### src/rtl/id_ex_stage.sv
// id_ex_stage: ID/EX pipeline register with per-operand forwarding muxes,
// bubble injection (flush > ex_hold > stall > load) and saturating event counters.
module id_ex_stage #(
  parameter int DATA_W = 32,
  parameter int CNT_W  = 16
) (
  input  logic              clk,
  input  logic              rst_n,
  input  logic [DATA_W-1:0] ID_RsData,
  input  logic [DATA_W-1:0] ID_RtData,
  input  logic [DATA_W-1:0] ID_RdData,
  input  logic [DATA_W-1:0] EX_Result,
  input  logic [DATA_W-1:0] MEM_Result,
  input  logic [1:0]        FW_Rs,
  input  logic [1:0]        FW_Rt,
  input  logic [1:0]        FW_Rd,
  input  logic              stall,
  input  logic              flush,
  input  logic              ex_hold,
  input  logic [4:0]        ID_Dst,
  input  logic              ID_Write,
  input  logic              ID_Float,
  input  logic [1:0]        ID_WBSrc,
  input  logic [3:0]        ID_AluOp,
  input  logic [DATA_W-1:0] ID_Imm,
  output logic [DATA_W-1:0] EX_Rs,
  output logic [DATA_W-1:0] EX_Rt,
  output logic [DATA_W-1:0] EX_Rd,
  output logic [DATA_W-1:0] EX_Imm,
  output logic [3:0]        EX_AluOp,
  output logic [4:0]        EX_Dst,
  output logic              EX_Write,
  output logic              EX_Float,
  output logic [1:0]        EX_WBSrc,
  output logic              EX_Valid,
  output logic [CNT_W-1:0]  stall_cnt,
  output logic [CNT_W-1:0]  flush_cnt
);
  typedef struct packed {
    logic [DATA_W-1:0] rs;
    logic [DATA_W-1:0] rt;
    logic [DATA_W-1:0] rd;
    logic [DATA_W-1:0] imm;
    logic [3:0]        alu_op;
    logic [4:0]        dst;
    logic              wr;
    logic              fl;
    logic [1:0]        wb;
    logic              vld;
  } ex_t;
  ex_t ex_in, ex_d, ex_q;
  logic [CNT_W-1:0] stall_cnt_d, stall_cnt_q, flush_cnt_d, flush_cnt_q;
  logic hold, load;
  function automatic logic [DATA_W-1:0] fwd(input logic [1:0] s, input logic [DATA_W-1:0] rf,
                                            input logic [DATA_W-1:0] ex, input logic [DATA_W-1:0] mem);
    return s == 2'd1 ? ex : s == 2'd2 ? mem : rf;
  endfunction
  always_comb begin
    hold  = !flush && ex_hold;
    load  = !flush && !ex_hold && !stall;
    ex_in = '{rs: fwd(FW_Rs, ID_RsData, EX_Result, MEM_Result),
              rt: fwd(FW_Rt, ID_RtData, EX_Result, MEM_Result),
              rd: fwd(FW_Rd, ID_RdData, EX_Result, MEM_Result),
              imm: ID_Imm, alu_op: ID_AluOp, dst: ID_Dst, wr: ID_Write,
              fl: ID_Float, wb: ID_WBSrc, vld: 1'b1};
    ex_d  = hold ? ex_q : load ? ex_in : '0;
    stall_cnt_d = (stall && !flush && !ex_hold && !(&stall_cnt_q)) ? stall_cnt_q + CNT_W'(1) : stall_cnt_q;
    flush_cnt_d = (flush && !(&flush_cnt_q)) ? flush_cnt_q + CNT_W'(1) : flush_cnt_q;
  end
  always_ff @(posedge clk or negedge rst_n) begin
    if (!rst_n) begin
      ex_q        <= '0;
      stall_cnt_q <= '0;
      flush_cnt_q <= '0;
    end else begin
      ex_q        <= ex_d;
      stall_cnt_q <= stall_cnt_d;
      flush_cnt_q <= flush_cnt_d;
    end
  end
  assign EX_Rs     = ex_q.rs;
  assign EX_Rt     = ex_q.rt;
  assign EX_Rd     = ex_q.rd;
  assign EX_Imm    = ex_q.imm;
  assign EX_AluOp  = ex_q.alu_op;
  assign EX_Dst    = ex_q.dst;
  assign EX_Write  = ex_q.wr;
  assign EX_Float  = ex_q.fl;
  assign EX_WBSrc  = ex_q.wb;
  assign EX_Valid  = ex_q.vld;
  assign stall_cnt = stall_cnt_q;
  assign flush_cnt = flush_cnt_q;
endmodule

### config.mk
export PLATFORM = sky130hd
export DESIGN_NAME = id_ex_stage
export DESIGN_NICKNAME = d
export VERILOG_FILES = /design/src/rtl/id_ex_stage.sv
export SDC_FILE = /design/constraint.sdc
export NUM_CORES = 1
export LEC_CHECK = 0
export ABC_AREA = 0
export CAP_MARGIN = 5
export CORE_MARGIN = 10
export CORE_UTILIZATION = 49
export CTS_BUF_LIST = sky130_fd_sc_hd__clkbuf_8
export CTS_CLUSTER_DIAMETER = 120
export DETAILED_ROUTE_END_ITERATION = 10
export GPL_TIMING_DRIVEN = 0
export PLACE_DENSITY = 0.95
export SETUP_SLACK_MARGIN = 0.05
export SYNTH_ARGS = -nofsm -noshare
export SYNTH_HDL_FRONTEND = slang
export SYNTH_SLANG_ARGS = --single-unit
### constraint.sdc
create_clock -name clk -period 4.92 [get_ports clk]
set_input_delay 0.492 -clock clk [delete_from_list [all_inputs] [get_ports clk]]
set_output_delay 0.492 -clock clk [all_outputs]
set_load 0.01 [all_outputs]
==> out/qor.csv, run 1 <==
stage;metric;value;unit
placed_design;dp.cells;1556;
final_layout;drive_gt1_share;6.12;%
die;die_area;25600;sq um
logic_synthesis;synth-simple-area-share;11.3;%
clocking;cts_max_level;4;
power;p_clk_share;28.4;%
route;vias;9961;
clocking;postCtsSetupBuffers;0;
global_route;grt_max_degree;102;
route;wl_per_cell;26.8;microns
sta;fin_crit;2.36;ns
die;placeableCoreArea;19300;sq um
placed_design;dpl.hpwl;32100;microns
sta;finalSetupViolations;0;
sta;clock.fmax;424;MHz
logic_synthesis;synth_cell_types;45;
logic_synthesis;yosysWarnings;0;
global_route;antenna_found_initial;4;
worst_setup_path;end_kind;register;
logic_synthesis;ys_async_sr_fraction;100;%
logic_synthesis;synth_edf_count;0;
worst_setup_path;cp.required;5.33;ns
die;die_h;160;microns
final_layout;postLayoutCoreUtil;73.7;%
sta;fin_crit_sh;48.0;%
final_layout;area_growth;48.4;%
sta;fin_ws;2.56;ns
route;drc;0;
worst_setup_path;cp_max_fo;10;
final_layout;stdcell_count;1592;
worst_setup_path;rr_worst_depth;5;
status;status;finished clean;
logic_synthesis;avgSynthCellArea;10.6;sq um
clocking;clk_pin_slew;0.12;ns
global_route;grt_overflow;0;
die;start_util;49.6;%
logic_synthesis;synth-main-ff-cell;dfrtp_1;
die;row_count;51;
logic_synthesis;synth_top_area_share;45.4;%
placed_design;place_ws;2.15;ns
route;drtAntennaViolNets;0;
clocking;clockRootBuffer;clkbuf_8;
logic_synthesis;muxShareOfSynthArea;10.6;%
logic_synthesis;syn_area;9600;sq um
power;pwr-share-seq;44.6;%
clocking;clk_latency;0.48;ns
run;max_cap_violations;0;
sta;tns;0;ns
sta;maxSlewViolCount;0;
logic_synthesis;synth_fa_ha_area_share;0.261;%
logic_synthesis;yosys.area.top_type;dfrtp_1;
sta;worstMarginPinSlew;0.863;ns
clocking;cts_resized;0;
worst_setup_path;r2r_end;stall_cnt[15];
placed_design;place_congestion;0.932;
worst_setup_path;slowest_delay;0.68;ns
logic_synthesis;synth-xor-area-share;1.83;%
route;drt_pre_antenna_iters;7;
logic_synthesis;synth.area.top_cells;dfrtp_1, a22o_1, mux2i_1;
final_layout;nFillCells;1339;
placed_design;io_buffers;386;
worst_setup_path;timing.rr.start;stall_cnt[0];
power;vdd_drop_max;0.258;mV
route;vias_per_cell;6.26;
logic_synthesis;ys_ff_latch;174;
logic_synthesis;synth_fp_nets;1122;
worst_setup_path;worstPathArrival;2.77;ns
power;intPower;2.44;mW
clocking;cts.sinks;174;
sta;final.setup_skew;0.0163;ns
sta;grt_setup_unrepaired;false;
logic_synthesis;synth_compound_area_share;26.8;%
logic_synthesis;syn_inst;904;
power;switching_share;33.7;%
route;wl;42600;microns
worst_setup_path;path_cells;clkdlybuf4s50_1 > buf_2 > clkbuf_1 > a211oi_1 > a21oi_1 > a22o_1;
sta;hold_violations;0;
final_layout;final_cell_mix;clkdlybuf4s50_1, dfrtp_1, a22o_1;
clocking;cts_buffers;17;
worst_setup_path;critPathLaunchType;input port;
global_route;grt_pass1_vias;10400;
clocking;cts_tree;yes;
clocking;cts_buffer_depth;2;
power;leakagePower;6.07;nW
die;die_x;160;microns
die;ioPinCount;390;
worst_setup_path;critPathKind;input port to register;
clocking;cts_hold_buf;0;
worst_setup_path;crit_slowest_cell;clkdlybuf4s50_1;
worst_setup_path;regToRegSetupSlack;2.97;ns
final_layout;nets;1528;
route;drtIter0Drc;1023;
logic_synthesis;synth_seq_area_share;45.4;%
power;switchingPower;1.24;mW
global_route;grt_pass1_wl;63600;microns
power;p_total;3.69;mW
logic_synthesis;synth_top_family_by_area;compound AO/OA/AOI/OAI gates;
final_layout;final_common_cell;clkdlybuf4s50_1;
power;combPwrFrac;27.0;%
power;cellPowerDensity;259;nW/um^2
global_route;grtUsageTotal;31.6;%
sta;relSlewSlack;42.5;%
min_path;hp-class;input port to async pin;
## per-stage QoR
stage,cell area [sq um],hold WS (ns)
final,14200,0.0402
after global routing,14200,0.0625
after CTS,14200,0.0531
after detailed placement,13800,0.475
after global placement,13800,0.461
after floorplan,9600,0.196
## registers in the layout (all words and copies together) (netlist names)
name / flops
flush_cnt: 16
EX_Dst: 5
EX_Float: 1
EX_AluOp: 4
EX_Rd: 32
EX_Rt: 32
EX_Rs: 32
EX_WBSrc: 2
EX_Imm: 32
stall_cnt: 16
EX_Write: 1
EX_Valid: 1
## area by class of cell
type,count,area [sq um],area share (%)
diodes,4,10.0,0.0703
plain buffers,84,362,2.54
clock buffers,18,248,1.74
clock inverters,14,160,1.12
inverters,1,3.75,0.0264
multi-input cells,645,4880,34.2
flip-flops and latches,174,4350,30.6
well taps,265,332,2.33
repair buffers,387,3900,27.4
## worst max-delay path, delay by kind of cell
family,cells,cell delay [ns]
buffers and inverters,3,1.65
AO/OA/AOI/OAI,3,0.63
## kinds of logic (layout without fill, tap and decap cells)
logic type                 count (synthesis)  after routing
AOI/OAI and AO/OA                        355            355
DFF                                      174            174
and+or+nand+nor                          167            167
muxes                                    101            101
buffers and inverters                     85            504
xor gates and xnor gates                  20             20
adders and majority gates                  2              2
other                                      0              4
## cell usage after synthesis, types with 7 or more instances
master    count
a211oi_1     96
a21oi_1     102
a22o_1      141
buf_2        30
clkbuf_1     52
dfrtp_1     174
mux2i_1      96
nand2_1      13
nand4_1      13
nor2b_1      97
nor3_1        7
xnor2_1      12
xor2_1        8
## per-layer routing
metal	routed length, microns	track usage, %
met5	0	0
met2	20200	50.5
met3	3890	8.66
met4	2190	17.6
met1	16400	38.0
## power groups by stage
stage / combinational, mW / clock, mW / sequential, mW
2_1_floorplan: 0.369 / 0 / 1.69
3_3_place_gp: 0.953 / 0 / 1.66
3_5_place_dp: 0.983 / 0 / 1.66
4_1_cts: 0.989 / 1.06 / 1.64
5_1_grt: 1.05 / 1.12 / 1.65
6_report: 0.995 / 1.05 / 1.64
## worst max-delay path by stage
stage	to	startpoint	slack, ns	depth (start not counted)
final	EX_Rd[20]	FW_Rd[1]	2.56	6
after detailed placement	EX_Rs[18]	ex_hold	2.15	6
after floorplan	flush_cnt[1]	flush_cnt[0]	3.14	5
after CTS	EX_Rs[15]	FW_Rs[1]	2.63	6
after global routing	EX_Rt[21]	FW_Rt[1]	2.56	6
after global placement	EX_Rd[1]	rst_n	-3.83	1
No activity file was read; power rests on OpenSTA's default activity.
==> run 2, diff against run 1 <==
--- a/config.mk
+++ b/config.mk
@@ -8,12 +8,12 @@
 export ABC_AREA = 0
 export CAP_MARGIN = 5
 export CORE_MARGIN = 10
-export CORE_UTILIZATION = 49
+export CORE_UTILIZATION = 41
 export CTS_BUF_LIST = sky130_fd_sc_hd__clkbuf_8
 export CTS_CLUSTER_DIAMETER = 120
 export DETAILED_ROUTE_END_ITERATION = 10
 export GPL_TIMING_DRIVEN = 0
-export PLACE_DENSITY = 0.95
+export PLACE_DENSITY = 0.85
 export SETUP_SLACK_MARGIN = 0.05
 export SYNTH_ARGS = -nofsm -noshare
 export SYNTH_HDL_FRONTEND = slang
==> constraint.sdc (replaced) <==
create_clock -name clk -period 2 [get_ports clk]
set_input_delay 0.2 -clock clk [delete_from_list [all_inputs] [get_ports clk]]
set_output_delay 0.2 -clock clk [all_outputs]
set_load 0.01 [all_outputs]
==> run 2 against run 1 <==
  * Worst hold slack improved by 0.27 ns
  * Register-to-register slack got worse by 2.8 ns
  * Clock power increased by 140%
  * Routed wire length about the same
  * Critical path type unchanged
  * Largest power group unchanged
==> out/qor.csv, run 2 (synthesized netlist as in run 1, its figures left out) <==
stage;metric;value;unit;change
clocking;clk_pin_slew;0.13;ns;was 0.12 ns
sta;worstMarginPinSlew;0.852;ns;was 0.863 ns
placed_design;io_buffers;386;;unchanged
power;switchingPower;3.07;mW;was 1.24 mW
global_route;grt_max_degree;90;;was 102
die;ioPinCount;390;;unchanged
final_layout;final_common_cell;clkdlybuf4s50_1;;unchanged
clocking;cts.sinks;174;;unchanged
final_layout;stdcell_count;1648;;was 1,592
global_route;grt_pass1_vias;10100;;was 10,400
global_route;grt_overflow;0;;unchanged
worst_setup_path;critPathLaunchType;input port;;unchanged
worst_setup_path;path_cells;clkdlybuf4s50_1 > buf_2 > buf_2 > mux2i_1 > a21oi_1 > a22o_1;;was clkdlybuf4s50_1 > buf_2 > clkbuf_1 > a211oi_1 > a21oi_1 > a22o_1
die;die_h;173;microns;was 160 microns
clocking;cts_tree;yes;;unchanged
final_layout;postLayoutCoreUtil;62.8;%;was 73.7%
clocking;clockRootBuffer;clkbuf_8;;unchanged
route;drtAntennaViolNets;0;;unchanged
route;drtIter0Drc;1016;;was 1,023
route;vias_per_cell;5.96;;was 6.26
route;drc;0;;unchanged
worst_setup_path;crit_slowest_cell;clkdlybuf4s50_1;;unchanged
sta;grt_setup_unrepaired;false;;unchanged
final_layout;final_cell_mix;clkdlybuf4s50_1, dfrtp_1, a22o_1;;unchanged
placed_design;place_congestion;0.888;;was 0.932
sta;relSlewSlack;43.2;%;was 42.5%
die;placeableCoreArea;22800;sq um;was 19,300 sq um
route;wl;42500;microns;was 42,600 microns
sta;fin_crit;1.92;ns;
die;row_count;55;;was 51
sta;clock.fmax;522;MHz;
worst_setup_path;critical_path_buf_inv_count;3;;unchanged
clocking;clk_latency;0.48;ns;about the same
placed_design;dpl.hpwl;31900;microns;was 32,100 microns
worst_setup_path;end_kind;register;;unchanged
clocking;cts_buffer_depth;2;;unchanged
clocking;cts_max_level;4;;unchanged
placed_design;place_ws;-0.479;ns;was 2.15 ns
worst_setup_path;cp_top_family;buffers and inverters;;unchanged
placed_design;place_area;13900;sq um;was 13,800 sq um
worst_setup_path;worstPathArrival;2.26;ns;was 2.77 ns
final_layout;final_area;14400;sq um;was 14,200 sq um
worst_setup_path;cp_max_fo;10;;unchanged
sta;maxSlewViolCount;0;;unchanged
sta;fin_ws;0.0849;ns;was 2.56 ns
power;combPwrFrac;27.4;%;was 27.0%
worst_setup_path;cpMostUsedCell;buf_2;;
power;vdd_drop_max;0.432;mV;was 0.258 mV
die;die_area;29900;sq um;was 25,600 sq um
min_path;hp-class;input port to register;;was input port to async pin
die;start_util;42.0;%;was 49.6%
power;switching_share;33.9;%;was 33.7%
global_route;antenna_found_initial;8;;was 4
power;leakagePower;6.09;nW;was 6.07 nW
clocking;cts_buffers;17;;unchanged
final_layout;nFillCells;1903;;was 1,339
die;die_x;173;microns;was 160 microns
global_route;grtUsageTotal;27.3;%;was 31.6%
power;p_clk_share;28.1;%;was 28.4%
final_layout;nets;1533;;was 1,528
route;wl_per_cell;25.8;microns;was 26.8 microns
sta;final.setup_skew;0.0154;ns;was 0.0163 ns
global_route;grt_pass1_wl;64100;microns;was 63,600 microns
worst_setup_path;critPathKind;input port to register;;unchanged
worst_setup_path;slowest_delay;0.70;ns;was 0.68 ns
power;intPower;5.99;mW;was 2.44 mW
run;max_cap_violations;0;;unchanged
sta;hold_violations;0;;unchanged
final_layout;drive_gt1_share;6.70;%;was 6.12%
route;drt_pre_antenna_iters;6;;was 7
route;vias;9814;;was 9,961
placed_design;dp.cells;1604;;was 1,556
status;status;finished clean;;unchanged
sta;fin_crit_sh;95.8;%;
power;cellPowerDensity;631;nW/um^2;was 259 nW/um^2
worst_setup_path;cp.required;2.35;ns;was 5.33 ns
final_layout;area_growth;49.6;%;was 48.4%
power;pwr-share-seq;44.5;%;was 44.6%
sta;finalSetupViolations;0;;unchanged
[run 2: cell count changes in the layout (fill, tap and decap cells not counted), sizes merged]
cell and change:
clkinv +2, buf +4, inv -1, clkbuf -1
diode +3, dlygate4sd3 +1
[run 2: repair_timing]
action,4_1_cts,5_1_grt
endpoints found under the hold margin,85,0
gates cloned,0,0
endpoints found under the setup margin,4,7
buffers inserted,0,4
hold buffers,1,0
resized for setup,3,3
pin swaps,0,1
[run 2: worst paths after layout]
check,slack (ns),cells past startpoint,to,start
min reg2reg,0.51,1,EX_Imm[21],EX_Imm[21]
max reg2reg,0.14,4,flush_cnt[1],flush_cnt[8]
max in group asynchronous,0.74,3,EX_Rt[21],rst_n
min in group asynchronous,0.32,2,stall_cnt[14],rst_n
min,0.31,2,EX_Imm[18],ID_Imm[18]
max,0.08,6,EX_Rs[10],FW_Rs[1]
[run 2: per-layer routing]
metal  track usage, %  vias up  wire length (microns)
li1                 -     4312                      -
met5                0        -                     13
met2             44.2      527                  20600
met4             10.2        2                   1320
met1             33.8     4872                  17200
met3             7.78      101                   3400
[run 2: power groups by stage]
stage / sequential (mW) / clock, mW / combinational, mW
2_1_floorplan: 4.16 / 0 / 0.907
3_3_place_gp: 4.08 / 0 / 2.39
3_5_place_dp: 4.09 / 0 / 2.45
4_1_cts: 4.02 / 2.57 / 2.48
5_1_grt: 4.07 / 2.73 / 2.64
6_report: 4.03 / 2.55 / 2.48
[run 2: layout make-up]
class                   count  area (sq um)  area share [%]
flip-flops and latches    174          4350            30.3
clock inverters            15           171            1.19
diodes                      7          17.5           0.122
well taps                 313           392            2.73
clock buffers              17           234            1.63
plain buffers              84           365            2.54
repair buffers            392          3940            27.4
multi-input cells         645          4880            34.0
inverters                   1          3.75          0.0261
[run 2: through the flow]
step / TNS (ns) / hold WS, ns / power [mW]
2_1_floorplan: 0 / -0.0956 / 5.07
3_3_place_gp: -1207.05 / 0.469 / 6.47
3_5_place_dp: -48.35 / 0.251 / 6.54
4_1_cts: 0 / 0.285 / 9.07
5_1_grt: 0 / 0.291 / 9.45
6_report: 0 / 0.306 / 9.06
[run 2: worst register-to-register path, delay by kind of cell (launching register included)]
family	cells	cell delay, ns
flip-flops	1	0.48
multiplexers	1	0.29
AND/OR/NAND/NOR	3	0.97
==> RTL edit 1, RTL diff (settings of run 2) <==
Put one more register stage on the output `flush_cnt`, without a reset. The value now appears one clock later. The other outputs are not delayed to match.
--- a/src/rtl/id_ex_stage.sv
+++ b/src/rtl/id_ex_stage.sv
@@ -91,3 +91,5 @@
   assign stall_cnt = stall_cnt_q;
-  assign flush_cnt = flush_cnt_q;
+  always_ff @(posedge clk) begin
+    flush_cnt <= flush_cnt_q;
+  end
 endmodule
Formal check against the unedited RTL: not equivalent (a bounded check fails within 4 cycles, from zero or initial values and one cycle with rst_n low).
==> RTL edit 1 against run 2 <==
  * Worst setup slack improved by 0.025 ns
  * Total power increased by 4.8%
  * Area after synthesis increased by 1.8%
  * Sequential power increased by 9.7%
  * Wire length decreased by 2.3%
  * Register-to-register slack got worse by 0.03 ns
  * Via count increased by 0.69%
  * Sequential cell count increased by 16
  * Sequential share of layout area increased by 1.8 points
  * Highest routed layer is now met4
  * Design area increased by 1.2%
  * Critical endpoint is now flush_cnt_q[15]$_DFFE_PN0P_
  * Worst hold slack got worse by 0.23 ns
  * Largest power group unchanged
  * Clock power increased by 3%
==> RTL edit 1: results (changes against run 2) <==
| Metric | Value |
|---|---|
| Syn Nets | 1130 (was 1122) |
| Vias per cell | 5.94 (was 5.96) |
| Complex-gate fraction of the synthesized area | 25.8% (was 26.8%) |
| Share of cells above drive strength 1 | 5.85% (was 6.70%) |
| Post-synthesis mux area share | 10.4% (was 10.6%) |
| Synth cell types | 36 (was 45) |
| Wl on met1 | 16.2 mm (was 17.2 mm) |
| R2R cell count | 6 (was 4) |
| Worst Hold End | flush_cnt_q[0]$_DFFE_PN0P_ (was EX_Imm[18]$_DFFE_PN0N_) |
| Met2 global-route usage | 41.9% (was 44.2%) |
| GR Util met3 | 8.04% (was 7.78%) |
| Met2 wire length | 19.9 mm (was 20.6 mm) |
| HPWL after detailed placement | 31.5 mm (was 31.9 mm) |
| Met1 Use GR | 31.5% (was 33.8%) |
| Layout net count | 1538 (was 1533) |
| WL per Instance | 25.0 µm (was 25.8 µm) |
| Top cells by area, synth | dfrtp_1 45%, a22o_1 13%, mux2i_1 9.8%, a211oi_1 7.4%, nor2b_1 6.3% (was dfrtp_1 45%, a22o_1 13%, mux2i_1 10%, a211oi_1 7.5%, nor2b_1 6.3%) |
| Slew HR | 47.5% (was 43.2%) |
| FFs w/ async S/R, synth | 91.6% (was 100%) |
| List of most frequent post-synthesis cells | 174 x dfrtp_1, 141 x a22o_1, 98 x a21oi_1, 98 x nor2b_1 (was 174 x dfrtp_1, 141 x a22o_1, 102 x a21oi_1) |
| Lkg Pwr | 6.14 nW (was 6.09 nW) |
| Top Metal Used | met4 (was met5) |
| First-pass GRT wire length | 62.5 mm (was 64.1 mm) |
| Pre-antenna DRT Iters | 5 (was 6) |
| Hold Path Depth | 3 (was 2) |
| Dpl cells | 1617 (was 1604) |
| Routed wl met3 | 3.85 mm (was 3.40 mm) |
| Largest net degree at the start of global routing | 111 (was 90) |
| Max VDD drop | 0.000385 V (was 0.000432 V) |
| Total Wirelength | 41.6 mm (was 42.5 mm) |
| Critical path origin | flush_cnt_q[1]$_DFFE_PN0P_ (was FW_Rs[1]) |
| Max FO, Critical Path | 4 (was 10) |
| DRT iter0 DRCs | 940 (was 1016) |
| Clock transition at path regs | 0.11 ns (was 0.13 ns) |
| Skew final | 0.0131 ns (was 0.0154 ns) |
| Slowest-stage cell, CP | or4_4 (was clkdlybuf4s50_1) |
| Slowest stage delay, CP | 0.50 ns (was 0.70 ns) |
| Reg2reg end | flush_cnt_q[15]$_DFFE_PN0P_ (was flush_cnt[1]$_DFFE_PN0P_) |
| Status | completed (unchanged) |
| Adder-cell area share of the yosys netlist | 0.256% (was 0.261%) |
| Mean post-synth cell area | 10.7 µm² (was 10.6 µm²) |
| GP Congestion | 0.923 (was 0.888) |
| Register area share after synthesis | 47.8% (was 45.4%) |
| Number of antenna violations at the first check in global routing | 12 (was 8) |
| Hold WS | 0.0714 ns (was 0.306 ns) |
## RTL edit 1: changes by cell type after synthesis, sizes merged, moves of 4 or more
cell,delta
a21oi,-4
buf,-9
clkbuf,+9
dfxtp,+16
nand3,+7
nand4,-6
nor2,+8
nor3,-5
nor4,-4
o21ai,-4
xnor2,+4
## RTL edit 1: final cells by class
type / instances / area, µm²
Antenna cell: 12 / 30.0
Buffer: 84 / 359
Clock buffer: 17 / 234
Clock inverter: 15 / 169
Fill cell: 1942 / 8940
Inverter: 2 / 7.51
Multi-Input combinational cell: 636 / 4750
Sequential cell: 190 / 4680
Tap cell: 319 / 399
Timing Repair Buffer: 389 / 3910
## RTL edit 1: power groups by stage
| stage | clock, mW | combinational [mW] | sequential (mW) |
|---|---|---|---|
| after floorplan | 0 | 0.880 | 4.54 |
| after global placement | 0 | 2.32 | 4.48 |
| after detailed placement | 0 | 2.38 | 4.49 |
| after CTS | 2.66 | 2.39 | 4.42 |
| after global routing | 2.79 | 2.61 | 4.46 |
| final | 2.63 | 2.44 | 4.42 |
==> RTL edit 2, RTL diff (settings of run 2) <==
Made on the original files. Set the parameter `DATA_W` to 28 (it was 32).
--- a/src/rtl/id_ex_stage.sv
+++ b/src/rtl/id_ex_stage.sv
@@ -3,3 +3,3 @@
 module id_ex_stage #(
-  parameter int DATA_W = 32,
+  parameter int DATA_W = 28,
   parameter int CNT_W  = 16
Interface: changed (10 resized); port bits go from 390 to 350. The function was not compared with the original's and may differ.
==> RTL edit 2 against run 2 <==
  * Total power shrank 4.8%
  * Area after synthesis shrank 11%
  * Design area is 11% lower
  * Wire length is 16% lower
  * Sequential cell count decreased by 16
  * Via count down 14%
  * Global-route usage down 1.7 points
  * Largest power group unchanged
  * Worst setup slack gained 0.051 ns
  * Cell count fell by 12%
==> RTL edit 2: results (changes against run 2) <==
| Metric | Value |
|---|---|
| Max VDD drop | 0.000524 V (was 0.000432 V) |
| Hold Path Depth | 3 (was 2) |
| Share of cells above drive strength 1 | 5.06% (was 6.70%) |
| HPWL after detailed placement | 27.1 mm (was 31.9 mm) |
| Slowest-stage cell, CP | or4_4 (was clkdlybuf4s50_1) |
| Total Wirelength | 35.7 mm (was 42.5 mm) |
| DP Area | 12300 µm² (was 13900 µm²) |
| Top cells by area, synth | dfrtp_1 46%, a22o_1 13%, mux2i_1 10%, a211oi_1 7.6%, nor2b_1 6.3% (was dfrtp_1 45%, a22o_1 13%, mux2i_1 10%, a211oi_1 7.5%, nor2b_1 6.3%) |
| Crit path max-delay family | simple AND/OR/NAND/NOR gates (was buffers and inverters) |
| First-pass GRT wire length | 53.0 mm (was 64.1 mm) |
| Number of antenna violations at the first check in global routing | 1 (was 8) |
| Synth cell types | 33 (was 45) |
| List of most frequent post-synthesis cells | 158 x dfrtp_1, 125 x a22o_1, 90 x a21oi_1 (was 174 x dfrtp_1, 141 x a22o_1, 102 x a21oi_1) |
| Mean post-synth cell area | 10.5 µm² (was 10.6 µm²) |
| Skew final | 0.0143 ns (was 0.0154 ns) |
| DRT iter0 DRCs | 546 (was 1016) |
| GP Congestion | 0.902 (was 0.888) |
| Largest net degree at the start of global routing | 84 (was 90) |
| Final instance count without filler cells | 1457 (was 1648) |
| Worst skew pair latency | 0.46 ns (was 0.48 ns) |
| Clock transition at path regs | 0.11 ns (was 0.13 ns) |
| Slowest stage delay, CP | 0.59 ns (was 0.70 ns) |
| R2R cell count | 5 (was 4) |
| Max FO, Critical Path | 7 (was 10) |
| Dpl cells | 1421 (was 1604) |
| Vias in the first global route | 8755 (was 10100) |
| Syn Nets | 1001 (was 1122) |
| Tot GR Track Use | 25.5% (was 27.3%) |
| Lkg Pwr | 5.44 nW (was 6.09 nW) |
| Vias per cell | 5.79 (was 5.96) |
| Status | completed (unchanged) |
| Max-capacitance violation count | 0 (unchanged) |
| Pre-antenna DRT Iters | 5 (was 6) |
| Least-Margin Pin Slew | 0.712 ns (was 0.852 ns) |
| # port buffers | 343 (was 386) |
| Register area share after synthesis | 46.4% (was 45.4%) |
==> RTL edit 2: changes by cell type in the layout (fill, tap and decap cells not counted), sizes merged, moves of 6 or more <==
cell | before | now
nor2b | 97 | 86
mux2i | 96 | 85
a211oi | 96 | 86
buf | 37 | 19
o21ai | 6 | 0
a21oi | 102 | 90
clkdlybuf4s50 | 385 | 341
clkbuf | 70 | 78
dfrtp | 174 | 158
a22o | 141 | 125
diode | 7 | 1
clkinv | 7 | 1
==> RTL edit 2: path summary, 6_finish.rpt <==
check | slack (ns) | end | from
max | 0.14 | stall_cnt[15]$_DFFE_PN0P_ | stall
min | 0.18 | flush_cnt[0]$_DFFE_PN0P_ | flush
max reg2reg | 0.18 | flush_cnt[1]$_DFFE_PN0P_ | flush_cnt[0]$_DFFE_PN0P_
min reg2reg | 0.49 | EX_Valid$_DFFE_PN0N_ | EX_Valid$_DFFE_PN0N_
max in group asynchronous | 0.87 | flush_cnt[12]$_DFFE_PN0P_ | rst_n
min in group asynchronous | 0.29 | EX_Rs[24]$_DFFE_PN0N_ | rst_n
==> RTL edit 2: cell type report <==
class                   count  area [µm²]
fillers                  1706        7480
repair buffers            350        3520
diodes                      1        2.50
plain buffers              73         293
flip-flops and latches    158        3950
well taps                 270         338
inverters                   4        15.0
clock buffers              17         234
multi-input cells         570        4270
clock inverters            14         196
==> RTL edit 2: cell families (layout without fill, tap and decap cells) <==
logic type | Yosys count | after routing | synth area share (%)
AO/OA/AOI/OAI | 304 | 304 | 26.0
XOR/XNOR | 25 | 25 | 2.57
adder cells (fa/ha/maj) | 2 | 2 | 0.294
buffers and inverters | 79 | 458 | 3.63
flip-flops | 158 | 158 | 46.4
multiplexers | 87 | 87 | 10.3
other | 0 | 1 | 0
AND/OR/NAND/NOR | 152 | 152 | 10.8
==> RTL edit 2: where the power goes <==
group	switching (mW)	internal [mW]
clock	1.43	1.29
sequential	0.246	3.43
combinational	1.05	1.18
total	2.73	5.90
==> RTL edit 2: repair_timing <==
action                                  CTS  global route
buffers inserted                          0             5
pin swaps                                 1             2
gates resized for setup                   7             2
endpoints found under the setup margin   90            90
endpoints found under the hold margin    75             0
hold buffers                              1             0
==> RTL edit 2: worst min-delay path, delay by kind of cell <==
family        cells  cell delay, ns
buf+inv           1            0.20
xor+xnor          1            0.07
simple gates      1            0.13
==> RTL edit 2: metal layers <==
| layer | track usage, % | part of all wire, % | vias to the layer above |
|---|---|---|---|
| met5 | 0 | 0 | - |
| met2 | 41.4 | 48 | 432 |
| met3 | 7.86 | 9.0 | 67 |
| met1 | 31.3 | 40 | 4137 |
| li1 | - | - | 3804 |
| met4 | 9.83 | 3.4 | 0 |
